==> src/rtl/sync_fifo_prog.sv <==
// Single-clock FIFO with programmable almost-full/almost-empty thresholds, fill level and sticky errors.
// Latency: registered read data 1 cycle after pop (FIFO_FWFT_EN: head word visible 1 cycle after first push).
// Backpressure: pushes when full are dropped and set write_error; pops when empty set read_error.
module sync_fifo_prog #(
    parameter int DATA_W    = 8,
    parameter int DEPTH     = 16,
    parameter int AF_THRESH = 14,
    parameter int AE_THRESH = 2,
    localparam int CNT_W    = $clog2(DEPTH + 1)
) (
    input  logic              clk,
    input  logic              rst_n,
    input  logic              w_enable,
    input  logic [DATA_W-1:0] w_data,
    input  logic              r_enable,
    output logic [DATA_W-1:0] r_data,
    output logic              r_valid,
    output logic              w_full,
    output logic              r_empty,
    output logic              almost_full,
    output logic              almost_empty,
    output logic [CNT_W-1:0]  fill_count,
    output logic              write_error,
    output logic              read_error,
    input  logic              err_clr
);

    localparam int PTR_W = (DEPTH > 2) ? $clog2(DEPTH) : 1;
    localparam logic [PTR_W-1:0] PTR_LAST = PTR_W'(DEPTH - 1);

    logic [DATA_W-1:0] mem_q [DEPTH];

    logic [PTR_W-1:0] wr_ptr_q, wr_ptr_d;
    logic [PTR_W-1:0] rd_ptr_q, rd_ptr_d;
    logic [CNT_W-1:0] cnt_q, cnt_d;
    logic             full_q, full_d;
    logic             empty_q, empty_d;
    logic             af_q, af_d;
    logic             ae_q, ae_d;
    logic             werr_q, werr_d;
    logic             rerr_q, rerr_d;

    logic push_ok;
    logic pop_ok;

    // A push into a full FIFO is only legal when the same-cycle pop frees a slot.
    assign pop_ok  = r_enable && !empty_q;
    assign push_ok = w_enable && (!full_q || pop_ok);

    always_comb begin
        wr_ptr_d = wr_ptr_q;
        rd_ptr_d = rd_ptr_q;
        if (push_ok) begin
            wr_ptr_d = (wr_ptr_q == PTR_LAST) ? '0 : wr_ptr_q + PTR_W'(1);
        end
        if (pop_ok) begin
            rd_ptr_d = (rd_ptr_q == PTR_LAST) ? '0 : rd_ptr_q + PTR_W'(1);
        end
    end

    always_comb begin
        cnt_d = cnt_q;
        case ({push_ok, pop_ok})
            2'b10:   cnt_d = cnt_q + CNT_W'(1);
            2'b01:   cnt_d = cnt_q - CNT_W'(1);
            default: cnt_d = cnt_q;
        endcase
        full_d  = (cnt_d == CNT_W'(DEPTH));
        empty_d = (cnt_d == '0);
        af_d    = (cnt_d >= CNT_W'(AF_THRESH));
        ae_d    = (cnt_d <= CNT_W'(AE_THRESH));
    end

    // A fresh error outranks a same-cycle clear.
    always_comb begin
        werr_d = werr_q;
        rerr_d = rerr_q;
        if (err_clr) begin
            werr_d = 1'b0;
            rerr_d = 1'b0;
        end
        if (w_enable && !push_ok) begin
            werr_d = 1'b1;
        end
        if (r_enable && empty_q) begin
            rerr_d = 1'b1;
        end
    end

    always_ff @(posedge clk or negedge rst_n) begin
        if (!rst_n) begin
            wr_ptr_q <= '0;
            rd_ptr_q <= '0;
            cnt_q    <= '0;
            full_q   <= 1'b0;
            empty_q  <= 1'b1;
            af_q     <= 1'b0;
            ae_q     <= 1'b1;
            werr_q   <= 1'b0;
            rerr_q   <= 1'b0;
        end else begin
            wr_ptr_q <= wr_ptr_d;
            rd_ptr_q <= rd_ptr_d;
            cnt_q    <= cnt_d;
            full_q   <= full_d;
            empty_q  <= empty_d;
            af_q     <= af_d;
            ae_q     <= ae_d;
            werr_q   <= werr_d;
            rerr_q   <= rerr_d;
        end
    end

    // Storage is deliberately left out of reset.
    always_ff @(posedge clk) begin
        if (push_ok) begin
            mem_q[wr_ptr_q] <= w_data;
        end
    end

`ifdef FIFO_FWFT_EN
    assign r_data  = empty_q ? '0 : mem_q[rd_ptr_q];
    assign r_valid = !empty_q;
`else
    logic [DATA_W-1:0] rdata_q;
    logic              rvalid_q;

    always_ff @(posedge clk or negedge rst_n) begin
        if (!rst_n) begin
            rdata_q  <= '0;
            rvalid_q <= 1'b0;
        end else begin
            rvalid_q <= pop_ok;
            if (pop_ok) begin
                rdata_q <= mem_q[rd_ptr_q];
            end
        end
    end

    assign r_data  = rdata_q;
    assign r_valid = rvalid_q;
`endif

    assign w_full       = full_q;
    assign r_empty      = empty_q;
    assign almost_full  = af_q;
    assign almost_empty = ae_q;
    assign fill_count   = cnt_q;
    assign write_error  = werr_q;
    assign read_error   = rerr_q;

endmodule

==> config.mk <==
export PLATFORM = sky130hd
export DESIGN_NAME = sync_fifo_prog
export DESIGN_NICKNAME = d
export VERILOG_FILES = /design/src/rtl/sync_fifo_prog.sv
export SDC_FILE = /design/constraint.sdc
export NUM_CORES = 1
export LEC_CHECK = 0
export CORE_MARGIN = 5
export CORE_UTILIZATION = 50
export DETAILED_ROUTE_END_ITERATION = 10
export PLACE_DENSITY = 0.74
export SLEW_MARGIN = 20
export SYNTH_ARGS = -nofsm -noshare
export SYNTH_HDL_FRONTEND = slang
export SYNTH_SLANG_ARGS = --single-unit
==> constraint.sdc <==
create_clock -name clk -period 6.8 [get_ports clk]
set_input_delay 1.36 -clock clk [delete_from_list [all_inputs] [get_ports clk]]
set_output_delay 1.36 -clock clk [all_outputs]
set_load 0.01 [all_outputs]
==> impl_metrics.tcl <==
set metrics [dict create \
    start_util_pct 50.49 \
    total_power_uw 3051 \
    grt_pass1_vias 3251 \
    fin_crit_sh_pct 75.14 \
    routed-via-count 3180 \
    routed_wl_microns 11900 \
    critical_path_class "in2reg" \
    setup_viol 0 \
    netlist_instances 335 \
    hpwl_microns 7340 \
    drt_iter0_drc 297 \
    antenna_found_initial 0 \
    vias_per_cell 5.740 \
    rsz0062_at_grt "false" \
    wl_met1_microns 5270 \
    critPathCaptureType "flop" \
    clk_latency_ns 0.42 \
    antenna_cells 0 \
    clkPwrFrac_pct 29.2 \
    maxCapViolations 0 \
    top_layer_used "met4" \
    cts.htree.levels 4 \
    yosys_register_bits 156 \
    cts_buffers 17 \
    path_clk_slew_ns 0.06 \
    internal_power_uw 2165 \
    crit_arrival_ns 5.45 \
    clockBufferDepth 2 \
    synth_edf_count 128 \
    chipHeight_microns 122.4 \
    wl_per_cell_microns 21.47 \
    ir_drop_v 0.0002472 \
    yosysSeqAreaShare_pct 71.95 \
    hold_viol 0 \
    cts_setup_buffers 0 \
    grt_max_degree 37 \
    dieArea_sq_um 14990 \
    powerDensity_nw_per_um2 416.3 \
    worst_pin_slew_ns 1.043 \
    switching_share_pct 29.03 \
    synth_area_sq_um 6320 \
    coreArea_sq_um 12520 \
    path_max_fanout 22 \
    fin_setup_tns_ns 0 \
    min_period_ns 5.110 \
    ys_warn_count 0 \
    nets 390 \
    hp-class "reg2reg" \
    layout-drive-gt1-share_pct 15.18 \
    synth_area_per_cell_sq_um 18.87 \
    clock.fmax_mhz 195.7 \
    clock_skew_ns 0.009997 \
    cts_tree "yes" \
    antenna_left 0 \
    gp_congestion 0.7731 \
    rows 41 \
    worstPathRequired_ns 7.14 \
    final_max_slew_viol_count 0 \
    grt_pass1_wl_microns 18620 \
    cts_resized 0 \
    grt_overflow 0 \
    start_kind "primary input" \
    ctsHoldBuffers 0 \
    track_usage_pct 17.34 \
    synth.distinct_cells 39 \
    areaGrowthSynthToFinish_pct 15.96 \
    met3WireLength_microns 580 \
    combPwrFrac_pct 26.2 \
    relSlewSlack_pct 30.46 \
    ys.flop_type "edfxtp_1" \
    syn_nets 356 \
    route.detailed.drc 0 \
    met2_length_microns 5830 \
    status "complete, no violations" \
    seqPwrFrac_pct 44.5 \
    p_leak_uw 0.002507 \
    numPortBuffers 32 \
    cts.root.buffer_cell "clkbuf_16" \
    io_pins 33 \
    die_w_microns 122.4 \
    cts.sink_count 156 \
    synthArstFlopShare_pct 17.95 \
    dr.pass1.iters 4 \
    power_switching_uw 885.5 \
]
## placed cells by master (no fill, tap or decap), types with 5 or more instances in the layout
| cell | instances |
|---|---|
| dfrtp_1 | 25 |
| o21ai_0 | 8 |
| mux4_1 | 11 |
| nand2_1 | 11 |
| a221o_1 | 6 |
| clkbuf_1 | 7 |
| ha_1 | 8 |
| inv_1 | 7 |
| clkbuf_16 | 17 |
| clkdlybuf4s50_1 | 32 |
| nor3_1 | 8 |
| edfxtp_1 | 128 |
| xnor2_1 | 5 |
| a21oi_1 | 8 |
| mux4_2 | 21 |
| and2_1 | 13 |
| nor2_1 | 5 |
| mux2i_1 | 11 |
| mux2_2 | 7 |
## cell families (layout without fill, tap and decap cells)
group                      after synthesis  count (layout)  share of synthesized area [%]
DFF                                    156             156                          71.95
buffers and inverters                   26              73                          2.000
AOI/OAI and AO/OA                       33              33                          3.603
xor gates and xnor gates                 7               7                         0.9701
and+or+nand+nor                         55              55                          4.851
adders and majority gates                8               8                          1.584
muxes                                   50              50                          15.05
## cells in the mapped netlist (all sizes together) (2+ instances only)
| cell type | instances | share of area, % |
|---|---|---|
| edfxtp | 128 | 61 |
| mux4 | 32 | 12 |
| dfrtp | 26 | 10 |
| and2 | 13 | 1.3 |
| clkbuf | 12 | 0.71 |
| mux2i | 11 | 1.7 |
| nand2 | 11 | 0.65 |
| a21oi | 8 | 0.63 |
| ha | 8 | 1.6 |
| nor3 | 8 | 0.63 |
| o21ai | 8 | 0.63 |
| buf | 7 | 0.87 |
| inv | 7 | 0.42 |
| mux2 | 7 | 1.2 |
| a221o | 6 | 0.95 |
| nor2 | 5 | 0.30 |
| xnor2 | 5 | 0.69 |
| and4 | 4 | 0.55 |
| nand3 | 4 | 0.32 |
| o31ai | 4 | 0.48 |
| a21o | 2 | 0.24 |
| dfstp | 2 | 0.83 |
| nand2b | 2 | 0.20 |
| nor2b | 2 | 0.20 |
| nor3b | 2 | 0.24 |
| xor2 | 2 | 0.28 |
## flip-flops by register name (all words and copies together), names as in the netlist
| signal | cells |
|---|---|
| mem_q | 128 |
| almost_full | 1 |
| r_empty | 1 |
| almost_empty | 1 |
| r_data | 8 |
| rd_ptr_q | 4 |
| read_error | 1 |
| write_error | 1 |
| fill_count | 5 |
| wr_ptr_q | 4 |
| w_full | 1 |
| r_valid | 1 |
## path summary, 6_finish.rpt
check	startpoint	to	slack [ns]	cells after the start
hold reg to reg	r_data[5]$_DFFE_PN0P_	r_data[5]$_DFFE_PN0P_	0.52	1
setup / recovery	r_enable	w_full$_DFF_PN0_	1.69	12
hold / removal	r_data[5]$_DFFE_PN0P_	r_data[5]$_DFFE_PN0P_	0.52	1
setup reg to reg	r_empty$_DFF_PN1_	w_full$_DFF_PN0_	2.67	11
min in group asynchronous	rst_n	wr_ptr_q[1]$_DFFE_PN0P_	1.31	2
max in group asynchronous	rst_n	r_empty$_DFF_PN1_	5.18	2
## power by group through the flow
stage / clock network [uW] / registers [uW] / logic, uW
final: 892 / 1360 / 801
after global routing: 951 / 1380 / 868
after CTS: 903 / 1360 / 807
after detailed placement: 0 / 1380 / 803
after global placement: 0 / 1370 / 787
after floorplan: 0 / 1280 / 623
## layer usage
layer  track usage [%]  up-vias
met2             26.55       73
li1                  -     1413
met3             5.530       16
met4             6.578        0
met5                 0        -
met1             23.44     1678
## critical path: stages
cell	delay, ns
clkdlybuf4s50_1	0.48
nand2b_1	0.48
a21boi_0	0.98
inv_1	0.25
ha_1	0.38
xor2_1	0.19
ha_1	0.22
a21oi_1	0.16
mux2i_1	0.23
xnor2_1	0.13
or3_1	0.40
nor3b_1	0.17
## stage by stage
step / utilization, % / instance area, sq um / std cells / hold WS (ns) / setup slack (ns)
final: 58.55 / 7328 / 554 / 0.5166 / 1.690
after global routing: 58.55 / 7328 / 554 / 0.5484 / 1.380
after CTS: 58.55 / 7328 / 554 / 0.5137 / 1.777
after detailed placement: 54.10 / 6771 / 522 / 0.5011 / 1.323
after global placement: 54.10 / 6771 / 522 / 0.5086 / 1.572
after floorplan: - / 6320 / 335 / 0.5265 / 3.197
## area by class of cell
cell class	instances	area [sq um]
clock buffers	25	465.4
clock inverters	7	91.34
fillers	922	5189
inverters	7	26.28
multi-input cells	153	1647
flip-flops and latches	156	4548
well taps	172	215.2
repair buffers	34	335.3
Power figures use the tool's default switching activity.
